$ cat config.mk
export PLATFORM = sky130hd
export DESIGN_NAME = audio_sequencer
export DESIGN_NICKNAME = d
export VERILOG_FILES = /design/src/rtl/audio_sequencer.sv
export SDC_FILE = /design/constraint.sdc
export NUM_CORES = 1
export LEC_CHECK = 0
export ABC_CLOCK_PERIOD_IN_PS = 3800
export CAP_MARGIN = 10
export CORE_ASPECT_RATIO = 1.5
export CORE_MARGIN = 10
export CORE_UTILIZATION = 32
export CTS_CLUSTER_DIAMETER = 60
export DETAILED_ROUTE_END_ITERATION = 10
export GPL_TIMING_DRIVEN = 1
export MAX_ROUTING_LAYER = met4
export PLACE_DENSITY_LB_ADDON = 0.15
export SLEW_MARGIN = 0
export SYNTH_ARGS = -nofsm -noshare
export SYNTH_HDL_FRONTEND = slang
export SYNTH_SLANG_ARGS = --single-unit
$ cat constraint.sdc
create_clock -name i_clk -period 3.8 [get_ports i_clk]
set_input_delay 0.76 -clock i_clk [delete_from_list [all_inputs] [get_ports i_clk]]
set_output_delay 0.76 -clock i_clk [all_outputs]
set_load 0.05 [all_outputs]
$ cat src/rtl/audio_sequencer.sv
// Note sequencer: plays {half-period, duration} entries from a small memory as a square wave.
// Latency: start sampled in IDLE -> LOAD next cycle -> PLAY; every output is a flop.
// No backpressure: writes accepted every cycle; start ignored while busy; stop always wins.
// Build option: define AUDIO_SEQ_LOOP_EN to let i_loop restart the sequence instead of finishing.
module audio_sequencer #(
  parameter  int DEPTH    = 16,
  parameter  int PER_W    = 24,
  parameter  int DUR_W    = 16,
  parameter  int TICK_DIV = 12000,
  localparam int AW       = $clog2(DEPTH)
) (
  input  logic             i_clk,
  input  logic             i_rst,
  input  logic             i_wr_en,
  input  logic [AW-1:0]    i_wr_addr,
  input  logic [PER_W-1:0] i_wr_period,
  input  logic [DUR_W-1:0] i_wr_dur,
  input  logic [AW:0]      i_len,
  input  logic             i_start,
  input  logic             i_stop,
  input  logic             i_loop,
  output logic             o_pulse,
  output logic             o_busy,
  output logic             o_done,
  output logic [AW-1:0]    o_note_idx
);

  localparam int TW = (TICK_DIV > 1) ? $clog2(TICK_DIV) : 1;

`ifdef AUDIO_SEQ_LOOP_EN
  localparam bit LOOP_EN = 1'b1;
`else
  localparam bit LOOP_EN = 1'b0;
`endif

  typedef enum logic [1:0] {S_IDLE, S_LOAD, S_PLAY, S_DONE} state_t;

  state_t           state_q, state_d;
  logic [AW-1:0]    idx_q, idx_d;
  logic [AW:0]      len_q, len_d;
  logic [PER_W-1:0] per_q, per_d;
  logic [DUR_W-1:0] dur_q, dur_d;
  logic [PER_W-1:0] tone_q, tone_d;
  logic [TW-1:0]    tick_q, tick_d;
  logic             pulse_q, pulse_d;
  logic             busy_q, busy_d;
  logic             done_q, done_d;

  logic [PER_W-1:0] per_mem [DEPTH];
  logic [DUR_W-1:0] dur_mem [DEPTH];

  logic [PER_W-1:0] per_rd;
  logic [DUR_W-1:0] dur_rd;
  logic             loop_req;
  logic             is_last;
  logic             tick_wrap;
  logic             note_fin;
  logic [AW-1:0]    next_idx;
  state_t           adv_state;

  // Asynchronous read: a LOAD that coincides with a write to the same entry sees the old contents.
  assign per_rd    = per_mem[idx_q];
  assign dur_rd    = dur_mem[idx_q];
  assign loop_req  = LOOP_EN & i_loop;
  assign is_last   = ({1'b0, idx_q} == (len_q - (AW+1)'(1)));
  assign tick_wrap = (tick_q == TW'(TICK_DIV - 1));
  // A note finishes either at LOAD (zero duration, skipped) or on the tick that exhausts it.
  assign note_fin  = ((state_q == S_LOAD) && (dur_rd == '0)) ||
                     ((state_q == S_PLAY) && tick_wrap && (dur_q == DUR_W'(1)));
  assign adv_state = (is_last && !loop_req) ? S_DONE : S_LOAD;
  // Index holds on the final note so DONE/IDLE still report the last note played.
  assign next_idx  = is_last ? (loop_req ? '0 : idx_q) : (idx_q + AW'(1));

  // Note memory: writable in any state, never reset.
  always_ff @(posedge i_clk) begin
    if (i_wr_en) begin
      per_mem[i_wr_addr] <= i_wr_period;
      dur_mem[i_wr_addr] <= i_wr_dur;
    end
  end

  // State register and registered datapath/outputs.
  always_ff @(posedge i_clk or posedge i_rst) begin
    if (i_rst) begin
      state_q <= S_IDLE;
      idx_q   <= '0;
      len_q   <= '0;
      per_q   <= '0;
      dur_q   <= '0;
      tone_q  <= '0;
      tick_q  <= '0;
      pulse_q <= 1'b0;
      busy_q  <= 1'b0;
      done_q  <= 1'b0;
    end else begin
      state_q <= state_d;
      idx_q   <= idx_d;
      len_q   <= len_d;
      per_q   <= per_d;
      dur_q   <= dur_d;
      tone_q  <= tone_d;
      tick_q  <= tick_d;
      pulse_q <= pulse_d;
      busy_q  <= busy_d;
      done_q  <= done_d;
    end
  end

  // Next-state decision; stop overrides every other transition.
  always_comb begin
    state_d = state_q;
    case (state_q)
      S_IDLE:  if (i_start && (i_len != '0)) state_d = S_LOAD;
      S_LOAD:  state_d = note_fin ? adv_state : S_PLAY;
      S_PLAY:  if (note_fin) state_d = adv_state;
      S_DONE:  state_d = S_IDLE;
      default: state_d = S_IDLE;
    endcase
    if (i_stop) state_d = S_IDLE;
  end

  // Datapath and output values for the next cycle.
  always_comb begin
    idx_d   = idx_q;
    len_d   = len_q;
    per_d   = per_q;
    dur_d   = dur_q;
    tone_d  = tone_q;
    tick_d  = tick_q;
    pulse_d = pulse_q;
    case (state_q)
      S_IDLE: begin
        if (i_start && (i_len != '0)) begin
          idx_d   = '0;
          len_d   = (i_len > (AW+1)'(DEPTH)) ? (AW+1)'(DEPTH) : i_len;
          pulse_d = 1'b0;
        end
      end
      S_LOAD: begin
        per_d   = per_rd;
        dur_d   = dur_rd;
        tone_d  = '0;
        tick_d  = '0;
        pulse_d = 1'b0;
        if (note_fin) idx_d = next_idx;
      end
      S_PLAY: begin
        if (per_q == '0) begin
          tone_d  = '0;
          pulse_d = 1'b0;
        end else if (tone_q == (per_q - PER_W'(1))) begin
          tone_d  = '0;
          pulse_d = ~pulse_q;
        end else begin
          tone_d  = tone_q + PER_W'(1);
        end
        if (tick_wrap) begin
          tick_d = '0;
          dur_d  = dur_q - DUR_W'(1);
        end else begin
          tick_d = tick_q + TW'(1);
        end
        // Each note starts silent, so the final half-cycle is cut at the note boundary.
        if (note_fin) begin
          pulse_d = 1'b0;
          idx_d   = next_idx;
        end
      end
      S_DONE:  pulse_d = 1'b0;
      default: pulse_d = 1'b0;
    endcase
    if (i_stop) begin
      pulse_d = 1'b0;
      idx_d   = '0;
    end
    busy_d = (state_d == S_LOAD) || (state_d == S_PLAY);
    done_d = (state_d == S_DONE);
  end

  assign o_pulse    = pulse_q;
  assign o_busy     = busy_q;
  assign o_done     = done_q;
  assign o_note_idx = idx_q;

endmodule
; ---- Word-level counts from Yosys, hierarchy flattened
; Memories as Yosys holds them, arrays and structs flattened. A register that Yosys moved wholly into a read port is not among the register bits.
; Cells that the tools add are included.
[totals]
register_bits = 68
inputBits = 55
elab_cells = 79
n_memories = 2
ramBits = 640
output_inout_bits = 7
[mem_list]
columns = name, words, width, rd, rd_ports_with_merged_regs, wr, line_no
row1 = per_mem, 16, 24, 1, 1, 1, 49  ; logic [PER_W-1:0] per_mem [DEPTH];
row2 = dur_mem, 16, 16, 1, 0, 1, 50  ; logic [DUR_W-1:0] dur_mem [DEPTH];
[op_classes]
n_lt_le_gt_ge = 1
addsub = 6
reduce_logical = 18
mux = 27
bitwise = 1
n_eq_ne = 15
[ops]
columns = operator, n
row1 = $mux W24, 2
row2 = $pmux W24 S2, 1
row3 = $pmux W16 S2, 1
row4 = $pmux W14 S2, 1
row5 = $add A24 B1 Y24 const B, 1
row6 = $eq A24 B24 Y1, 1
row7 = $logic_not A24 Y1, 1
row8 = $sub A24 B1 Y24 const B, 1
row9 = $eq A16 B1 Y1 const B, 1
row10 = $logic_not A16 Y1, 1
row11 = $mux W16, 1
row12 = $mux W4, 4
row13 = $sub A16 B1 Y16 const B, 1
row14 = $add A14 B1 Y14 const B, 1
row15 = $eq A14 B14 Y1 const B, 1
row16 = $mux W14, 1
row17 = $mux W2, 5
row18 = $eq A2 B2 Y1 const B, 4
row19 = $pmux W2 S4, 1
row20 = $pmux W4 S2, 1
row21 = $mux W1, 7
row22 = $ne A3 B3 Y1 const B, 2
row23 = $reduce_and A2 Y1, 3
row24 = $eq A4 B5 Y1, 1
row25 = 18 further kinds, 24

; ---- Longest topological paths before layout
; Gate-level depths: netlist of the first run.
[logic_depth]
ltp_word = 9
depth_mapped = 13
ltp_nobuf = 10

; ---- Least setup slack after synthesis of the first run
; OpenSTA, ideal clock, no wires.
[synth_path]
path_type = input port to flip-flop
start = in i_wr_addr[3]
end = mem dur_mem[0][0], enable pin
cell_stages = 2
slack_ns = -0.702
arrival_time_ns = 4.015
path_cell_list = or3b_2 > nor3_1
[synth_lines]
columns = element, line_no
row1 = from (decl), 15  ; input logic [AW-1:0] i_wr_addr,
row2 = to (decl), 50
; Straight into the memory's write port.

; ---- Final worst setup path of the first run
[layout_path]
start = reg idx_q[1], in the netlist o_note_idx[1]
end = reg busy_q, in the netlist o_busy
[layout_via]
elab_chain_len = 9
word_cells_on_any_way = 13
[layout_lines]
columns = element, line_no
row1 = from (decl), 39  ; logic [AW-1:0] idx_q, idx_d;
row2 = from (signal assigned), 97  ; idx_q <= idx_d;
row3 = $mem_v2 Z16 W16, -
row4 = $logic_not A16 Y1, 68  ; assign note_fin = ((state_q == S_LOAD) && (dur_rd == '0)) ||
row5 = $logic_and A1 B1 Y1, 68
row6 = $logic_or A1 B1 Y1, 68
row7 = "$mux W2, on equally long branches", "115, 114"
row8 = $pmux W2 S4 *, 112  ; case (state_q)
row9 = $mux W2 *, 119  ; if (i_stop) state_d = S_IDLE;
row10 = named net state_d[1], 38  ; state_t state_q, state_d;
row11 = $eq A2 B1 Y1 or $eq A2 B2 Y1 (tied branches), 176  ; busy_d = (state_d == S_LOAD) || (state_d == S_PLAY);
row12 = $logic_or A1 B1 Y1 *, 176
row13 = named net busy_d, 46  ; logic busy_q, busy_d;
row14 = to (signal assigned), 104  ; busy_q <= busy_d;
row15 = to (decl), 46
; Mark *: on every way through the listed nets, which the timed path passes. The rest lies on a longest branch.
; A chain may end at the register's enable or synchronous reset.

==> impl_metrics.sql, run 1 <==
INSERT INTO impl_metrics (metric_group, metric, value, unit) VALUES
('setup_path', 'worstPathRequired', '4300', 'ps'),
('global_routing', 'grtUsageMet3', '2.10', '%'),
('floorplanning', 'core_area', '93200', 'sq um'),
('floorplanning', 'fp.dieH', '396', 'microns'),
('cts', 'h-tree-depth', '3', ''),
('global_routing', 'pin_count_of_the_biggest_net_entering_global_routing', '102', ''),
('finish', 'final_cell_count_no_fill', '3081', ''),
('route', 'detail_route.vias_per_cell', '5.18', ''),
('setup_path', 'worst-setup-path-type', 'reg2reg', ''),
('synth', 'synth_xor_area_share', '1.16', '%'),
('cts', 'clock_pin_transition_on_the_worst_setup_and_hold_timing_paths', '60', 'ps'),
('pwr', 'fin_total_pwr', '17.4', 'mW'),
('cts', 'tritoncts.num_buffers', '72', ''),
('synth', 'synthDominantCellAreaShare', '63.7', '%'),
('global_routing', 'globalRouteMet2Util', '23.8', '%'),
('route', 'vias', '16000', ''),
('synth', 'synth-async-reset-ratio', '12.6', '%'),
('route', 'routed_wire_per_std_cell', '24.8', 'microns'),
('setup_path', 'crit-reg2reg-capture', 'o_busy', ''),
('sta', 'max_freq', '282', 'MHz'),
('synth', 'dominant_combinational_cell_family_by_area_after_synthesis', 'multiplexers', ''),
('sta', 'timing_max_transition_violations_final', '0', ''),
('global_routing', 'first_global_vias', '17200', ''),
('floorplanning', 'floorplan.initialDensity', '32.4', '%'),
('setup_path', 'slowest_stage', 'sky130_fd_sc_hd__dfrtp_4', ''),
('global_routing', 'met1_use_gr', '18.9', '%'),
('min_path', 'min_delay_worst_endpoint', 'tick_q[0]', ''),
('synth', 'synth_cells', '1652', ''),
('sta', 'report.final.setup_viol', '0', ''),
('setup_path', 'worst_r2r_path_depth', '9', ''),
('synth', 'ffs_latches_synth', '732', ''),
('min_path', 'hold-path-cell-count', '1', ''),
('sta', 'layout_worst_path_cycle_share', '93.3', '%'),
('job', 'max_cap_viol_count', '0', ''),
('setup_path', 'critPathLaunchType', 'flop', ''),
('route', 'remaining_antenna_violation_count_after_routing', '0', ''),
('finish', 'final_core_util', '37.9', '%'),
('sta', 'worstMarginPinSlew', '1190', 'ps'),
('setup_path', 'cp_top_delay_family', 'compound AO/OA/AOI/OAI gates', ''),
('global_routing', 'grt_use_total', '14.7', '%'),
('sta', 'hold_viol_final', '0', ''),
('sta', 'maxSlewHeadroom', '20.2', '%'),
('synth', 'seq_area_frac_synth', '71.3', '%'),
('cts', 'ctsRootBufferMaster', 'sky130_fd_sc_hd__clkbuf_16', ''),
('synth', 'synth_area_per_cell', '18.3', 'sq um'),
('cts', 'cts_tree', 'done', ''),
('sta', 'final_critical_path_time_including_i_o_delays_and_setup', '3550', 'ps'),
('outcome', 'run_status', 'finished clean', ''),
('floorplanning', 'boundaryPins', '62', ''),
('setup_path', 'flop_to_flop_setup_slack', '250', 'ps'),
('synth', 'synth_fa_ha_area_share', '0.497', '%'),
('pwr', 'power_leakage', '11.0', 'nW'),
('synth', 'synth_simple_gate_area_share', '5.92', '%'),
('floorplanning', 'die_wd', '271', 'microns'),
('finish', 'final_layout_size_suffix_gt1_share', '23.3', '%'),
('synth', 'yosysUniqueCellTypes', '71', ''),
('finish', 'nFillCells', '8606', ''),
('floorplanning', 'design.die.area', '107000', 'sq um'),
('synth', 'synth_top_area_cell', 'sky130_fd_sc_hd__edfxtp_1', ''),
('min_path', 'source_of_the_worst_hold_timing_path', 'tick_q[0]', ''),
('global_routing', 'grt.busiest_layer', 'met2', ''),
('setup_path', 'cp_max_fo', '16', ''),
('finish', 'synthToLayoutAreaGrowth', '17.1', '%'),
('setup_path', 'worst_ep_arrival_time', '4050', 'ps'),
('pwr', 'powerDensity', '493', 'nW/um^2'),
('setup_path', 'cp-end-kind', 'flop', ''),
('synth', 'yosys_warnings', '0', ''),
('min_path', 'worst_hold_path_type', 'reg2reg', ''),
('global_routing', 'grt-ovfl-total', '0', ''),
('synth', 'synth_ff_type', 'sky130_fd_sc_hd__edfxtp_1', ''),
('finish', 'design.final.nets', '1841', '');
-- what timing repair did --
action | in CTS | in global routing
setup endpoints to repair | 0 | 14
endpoints found under the hold margin | 0 | 0
buffers inserted | 0 | 9
gates resized for setup | 0 | 1
-- stage by stage --
| stage | hold WS [ps] | setup WS [ps] | area (sq um) |
|---|---|---|---|
| 2_1_floorplan | 463 | 189 | 30200 |
| 3_3_place_gp | 488 | 178 | 32900 |
| 3_5_place_dp | 491 | 137 | 32900 |
| 4_1_cts | 506 | 133 | 35200 |
| 5_1_grt | 537 | 41.4 | 35300 |
| 6_report | 504 | 253 | 35300 |
-- placed cells by master (no fill, tap or decap), types with 6 or more instances in the layout --
| master | n |
|---|---|
| sky130_fd_sc_hd__nand2_1 | 78 |
| sky130_fd_sc_hd__a22oi_1 | 23 |
| sky130_fd_sc_hd__mux2i_1 | 16 |
| sky130_fd_sc_hd__nor2_1 | 38 |
| sky130_fd_sc_hd__inv_1 | 25 |
| sky130_fd_sc_hd__xnor2_1 | 26 |
| sky130_fd_sc_hd__clkinv_2 | 15 |
| sky130_fd_sc_hd__a21oi_1 | 37 |
| sky130_fd_sc_hd__nor2_4 | 12 |
| sky130_fd_sc_hd__o2bb2ai_1 | 6 |
| sky130_fd_sc_hd__nor2b_1 | 14 |
| sky130_fd_sc_hd__nand4_1 | 14 |
| sky130_fd_sc_hd__dfrtp_1 | 88 |
| sky130_fd_sc_hd__nor3_1 | 22 |
| sky130_fd_sc_hd__o21ai_0 | 46 |
| sky130_fd_sc_hd__o211ai_1 | 7 |
| sky130_fd_sc_hd__xor2_1 | 14 |
| sky130_fd_sc_hd__buf_4 | 51 |
| sky130_fd_sc_hd__clkbuf_1 | 15 |
| sky130_fd_sc_hd__nor4_1 | 13 |
| sky130_fd_sc_hd__clkdlybuf4s50_1 | 59 |
| sky130_fd_sc_hd__buf_12 | 26 |
| sky130_fd_sc_hd__o31ai_1 | 14 |
| sky130_fd_sc_hd__clkinv_1 | 7 |
| sky130_fd_sc_hd__nand2b_1 | 21 |
| sky130_fd_sc_hd__clkbuf_16 | 74 |
| sky130_fd_sc_hd__or3_1 | 13 |
| sky130_fd_sc_hd__nand3b_1 | 6 |
| sky130_fd_sc_hd__ha_1 | 11 |
| sky130_fd_sc_hd__bufinv_16 | 8 |
| sky130_fd_sc_hd__mux4_2 | 179 |
| sky130_fd_sc_hd__mux2_2 | 22 |
| sky130_fd_sc_hd__nand3_1 | 38 |
| sky130_fd_sc_hd__edfxtp_1 | 640 |
| sky130_fd_sc_hd__or4_1 | 12 |
| sky130_fd_sc_hd__and3_1 | 14 |
| sky130_fd_sc_hd__a31oi_1 | 10 |
| sky130_fd_sc_hd__o22ai_1 | 13 |
-- worst reg2reg max path, cell delays in order, from the launching register on --
cell,delay [ps]
sky130_fd_sc_hd__dfrtp_4,690
sky130_fd_sc_hd__buf_4,280
sky130_fd_sc_hd__mux4_2,330
sky130_fd_sc_hd__a22o_1,260
sky130_fd_sc_hd__nor2_1,220
sky130_fd_sc_hd__nand2_1,100
sky130_fd_sc_hd__or4b_1,500
sky130_fd_sc_hd__o21ai_0,490
sky130_fd_sc_hd__a31oi_1,240
sky130_fd_sc_hd__ha_1,330
-- where the power goes --
group          total [mW]  internal [mW]  switching (mW)  leakage [nW]
clock network        7.16           4.12            3.03          1.13
registers            9.20           9.02           0.187          6.96
logic                1.05          0.431           0.620          2.86
total                17.4           13.6            3.84          11.0
-- registers in the layout (all words and copies together), names as in the netlist --
name        flops
per_mem       384
dur_mem       256
per_q          24
tone_q         24
dur_q          16
tick_q         14
len_q           5
o_note_idx      4
state_q         2
o_busy          1
o_done          1
o_pulse         1
-- Yosys cell counts (14+ instances only) --
library cell,number
sky130_fd_sc_hd__dfrtp_1,92
sky130_fd_sc_hd__edfxtp_1,640
sky130_fd_sc_hd__o31ai_1,14
sky130_fd_sc_hd__mux4_2,179
sky130_fd_sc_hd__nor2b_1,14
sky130_fd_sc_hd__nor3_1,26
sky130_fd_sc_hd__xor2_1,14
sky130_fd_sc_hd__mux2i_1,16
sky130_fd_sc_hd__buf_2,17
sky130_fd_sc_hd__a21oi_1,37
sky130_fd_sc_hd__and3_1,14
sky130_fd_sc_hd__clkbuf_1,55
sky130_fd_sc_hd__xnor2_1,26
sky130_fd_sc_hd__inv_1,26
sky130_fd_sc_hd__nand2_1,78
sky130_fd_sc_hd__o21ai_0,46
sky130_fd_sc_hd__mux2_2,22
sky130_fd_sc_hd__nand2b_1,21
sky130_fd_sc_hd__a22oi_1,23
sky130_fd_sc_hd__nand4_1,14
sky130_fd_sc_hd__nor2_1,50
sky130_fd_sc_hd__nand3_1,38
-- cells by family after synthesis --
| kind of cell | after synthesis |
|---|---|
| AOI/OAI and AO/OA | 209 |
| muxes | 217 |
| adders and majority gates | 12 |
| xor gates and xnor gates | 40 |
| DFF | 732 |
| and+or+nand+nor | 326 |
| buffers and inverters | 116 |
-- how the worst max path moves through the flow --
stage	startpoint	endpoint	slack (ps)	cells after the start
6_report	o_note_idx[1]	o_busy	250	9
5_1_grt	per_q[0]	tone_q[13]	40	15
4_1_cts	o_note_idx[0]	o_busy	130	9
3_5_place_dp	o_note_idx[0]	o_busy	140	9
3_3_place_gp	o_note_idx[0]	o_busy	180	9
2_1_floorplan	o_note_idx[0]	per_q[11]	190	8
-- metal layers --
layer | wire, microns | vias up
li1 | - | 7009
met1 | 34100 | 8555
met2 | 38100 | 299
met3 | 2650 | 90
met4 | 1470 | 0
met5 | 0 | -
-- final cells by class --
type	instances	area (sq um)	share of cell area, %
flip-flops and latches	732	21500	60.9
multi-input cells	804	8320	23.5
clock buffers	89	1910	5.40
well taps	1251	1570	4.43
repair buffers	136	1490	4.23
clock inverters	37	410	1.16
inverters	28	108	0.304
diodes	4	10.0	0.0283
Power figures use the tool's default switching activity.
==> run 2: changes to the inputs <==
CORE_UTILIZATION = 40   (was 32)
==> run 2 against run 1 <==
Combinational power decreased by 6%. Largest power group unchanged. Setup slack improved by 22 ps. Wire length fell by 6.3%. Register-to-register slack better by 20 ps. Hold slack got worse by 3.3 ps. Final cell count is 8.4% lower. Global-route usage increased by 2.4 points. Sequential power increased by 0.4%. Critical endpoint unchanged.
==> impl_metrics.sql, run 2 (synthesized netlist as in run 1, its figures left out) <==
INSERT INTO impl_metrics (metric_group, metric, value, unit) VALUES
('outcome', 'run_status', 'finished clean', ''),
('cts', 'ctsRootBufferMaster', 'sky130_fd_sc_hd__clkbuf_16', ''),
('route', 'wl', '71500', 'microns'),
('min_path', 'hold-path-cell-count', '1', ''),
('finish', 'nFillCells', '6311', ''),
('place', 'numPortBuffers', '60', ''),
('cts', 'holdBufCountCts', '0', ''),
('sta', 'fin_hold_ws', '500', 'ps'),
('setup_path', 'cp-end-kind', 'flop', ''),
('setup_path', 'cp_max_fo', '15', ''),
('sta', 'timing_max_transition_violations_final', '0', ''),
('floorplanning', 'fp.dieH', '356', 'microns'),
('sta', 'report.final.setup_viol', '0', ''),
('sta', 'final_critical_path_time_including_i_o_delays_and_setup', '3530', 'ps'),
('finish', 'synthToLayoutAreaGrowth', '15.8', '%'),
('setup_path', 'crit-reg2reg-capture', 'o_busy', ''),
('finish', 'multiInputGateArea', '8340', 'sq um'),
('route', 'remaining_antenna_violation_count_after_routing', '0', ''),
('cts', 'h-tree-depth', '3', ''),
('global_routing', 'globalRouteMet2Util', '27.7', '%'),
('global_routing', 'grtUsageMet3', '2.37', '%'),
('pwr', 'peak_ir_drop_on_the_vdd_network', '0.346', 'mV'),
('sta', 'layout_worst_path_cycle_share', '92.8', '%'),
('global_routing', 'grt-ovfl-total', '0', ''),
('setup_path', 'crit-reg2reg-launch', 'o_note_idx[0]', ''),
('cts', 'clock_pin_transition_on_the_worst_setup_and_hold_timing_paths', '60', 'ps'),
('sta', 'rsz_0062_raised_after_global_routing', 'no', ''),
('floorplanning', 'design.die.area', '87100', 'sq um'),
('route', 'vias', '15900', ''),
('place', 'detailedPlacementHpwl', '39600', 'microns'),
('place', 'dpl_cell_area', '32600', 'sq um'),
('setup_path', 'critPathLaunchType', 'flop', ''),
('cts', 'cts.repair.resized', '0', ''),
('cts', 'cts_buffer_depth', '3', ''),
('global_routing', 'met1_use_gr', '22.3', '%'),
('cts', 'post-cts-setup-buffer-count', '0', ''),
('cts', 'cts_tree', 'done', ''),
('setup_path', 'worstPathRequired', '4300', 'ps'),
('pwr', 'fin_total_pwr', '17.4', 'mW'),
('finish', 'final_layout_size_suffix_gt1_share', '22.9', '%'),
('sta', 'hold_viol_final', '0', ''),
('finish', 'fin_area', '35000', 'sq um'),
('global_routing', 'grt_antenna_before_repair', '5', ''),
('floorplanning', 'die_wd', '244', 'microns'),
('global_routing', 'grt_use_total', '17.1', '%'),
('finish', 'design.final.nets', '1827', ''),
('global_routing', 'grt.busiest_layer', 'met2', ''),
('sta', 'fin_skew', '31.3', 'ps'),
('global_routing', 'grt_pass1_wl', '109000', 'microns'),
('cts', 'clock_insertion_delay_at_the_later_pin_of_the_skew_report', '630', 'ps'),
('finish', 'layout_commonest_cell', 'sky130_fd_sc_hd__edfxtp_1', ''),
('setup_path', 'slowest_delay', '680', 'ps'),
('floorplanning', 'boundaryPins', '62', ''),
('sta', 'worstMarginPinSlew', '965', 'ps'),
('finish', 'max_flop_register', 'per_mem', ''),
('setup_path', 'crit_path_cell_chain', 'buf_12 > mux4_2 > a22o_1 > nor2_1 > nand2_1 > or4b_1 > o21a_1 > a221oi_2 > ha_1', ''),
('finish', 'reg_top3', 'per_mem: 384 flops, dur_mem: 256 flops', ''),
('setup_path', 'flop_to_flop_setup_slack', '270', 'ps'),
('cts', 'cts.sinks', '732', ''),
('sta', 'max_freq', '284', 'MHz'),
('global_routing', 'first_global_vias', '16900', ''),
('place', 'global_placer_s_final_weighted_congestion', '0.830', ''),
('finish', 'largest_register_ffs', '384', ''),
('setup_path', 'slowest_stage', 'sky130_fd_sc_hd__dfrtp_4', ''),
('job', 'max_cap_viol_count', '0', ''),
('finish', 'layout_common_cells', 'sky130_fd_sc_hd__edfxtp_1, sky130_fd_sc_hd__mux4_2, sky130_fd_sc_hd__dfrtp_1', ''),
('route', 'routed_wire_per_std_cell', '25.4', 'microns'),
('finish', 'seq_area', '21500', 'sq um'),
('sta', 'fin_tns_setup', '0', 'ps'),
('floorplanning', 'core_area', '74900', 'sq um'),
('min_path', 'source_of_the_worst_hold_timing_path', 'tick_q[0]', ''),
('min_path', 'worst_hold_path_type', 'reg2reg', ''),
('route', 'drt_iter0_drc', '1123', ''),
('floorplanning', 'floorplan.rows', '123', ''),
('route', 'detail_route.first_pass.iterations', '5', ''),
('route', 'post-route-drc-count', '0', ''),
('floorplanning', 'floorplan.initialDensity', '40.3', '%'),
('route', 'detail_route.vias_per_cell', '5.62', ''),
('setup_path', 'worst_r2r_path_depth', '9', ''),
('global_routing', 'pin_count_of_the_biggest_net_entering_global_routing', '67', ''),
('pwr', 'powerDensity', '497', 'nW/um^2'),
('setup_path', 'worst-setup-path-type', 'reg2reg', ''),
('setup_path', 'worst_ep_arrival_time', '4030', 'ps'),
('min_path', 'min_delay_worst_endpoint', 'tick_q[0]', ''),
('cts', 'tritoncts.num_buffers', '73', ''),
('sta', 'maxSlewHeadroom', '35.4', '%'),
('pwr', 'power_leakage', '10.9', 'nW');
run 2: cell count changes in the layout (fill, tap and decap cells not counted), moves of 2 or more:
cell	before	now
sky130_fd_sc_hd__a221oi_2	0	2
sky130_fd_sc_hd__clkbuf_1	15	13
sky130_fd_sc_hd__buf_4	51	36
sky130_fd_sc_hd__buf_12	26	24
sky130_fd_sc_hd__a221oi_1	2	0
sky130_fd_sc_hd__clkinv_1	7	12
run 2: where the power goes:
group / internal (mW) / switching, mW
Sequential: 9.02 / 0.224
Combinational: 0.410 / 0.578
Clock: 4.10 / 3.04
Total: 13.5 / 3.85
run 2: worst max-delay path by stage:
stage,start,to,depth (start not counted)
after CTS,o_note_idx[0],o_busy,8
after global placement,o_note_idx[0],o_busy,8
after detailed placement,o_note_idx[0],o_busy,8
final,o_note_idx[0],o_busy,9
after floorplan,o_note_idx[0],per_q[11],8
after global routing,o_note_idx[0],o_busy,10
run 2: critical path, delay by kind of cell (launching register included):
family,cells,cell delay (ps)
buffers and inverters,1,230
adders and majority gates,1,290
DFF,1,680
and+or+nand+nor,3,780
AOI/OAI and AO/OA,3,910
muxes,1,510
run 2: final cells by class:
| class | count | area share [%] |
|---|---|---|
| Sequential cell | 732 | 61.6 |
| Multi-Input combinational cell | 804 | 23.9 |
| Clock buffer | 88 | 5.48 |
| Timing Repair Buffer | 121 | 3.94 |
| Tap cell | 1000 | 3.58 |
| Clock inverter | 44 | 1.24 |
| Inverter | 28 | 0.308 |
| Antenna cell | 4 | 0.0286 |
run 2: per-layer routing:
layer	vias up	routed length, microns
li1	6988	-
met1	8457	31800
met2	337	35600
met3	83	2780
met4	0	1310
met5	-	0
run 2: metrics by stage:
stage                     setup slack (ps)  util, %  cells
after floorplan                        189        -   1652
after global placement                 142     43.5   2685
after detailed placement              81.8     43.5   2685
after CTS                             85.0     46.6   2817
after global routing                  1.07     46.7   2821
final                                  275     46.7   2821
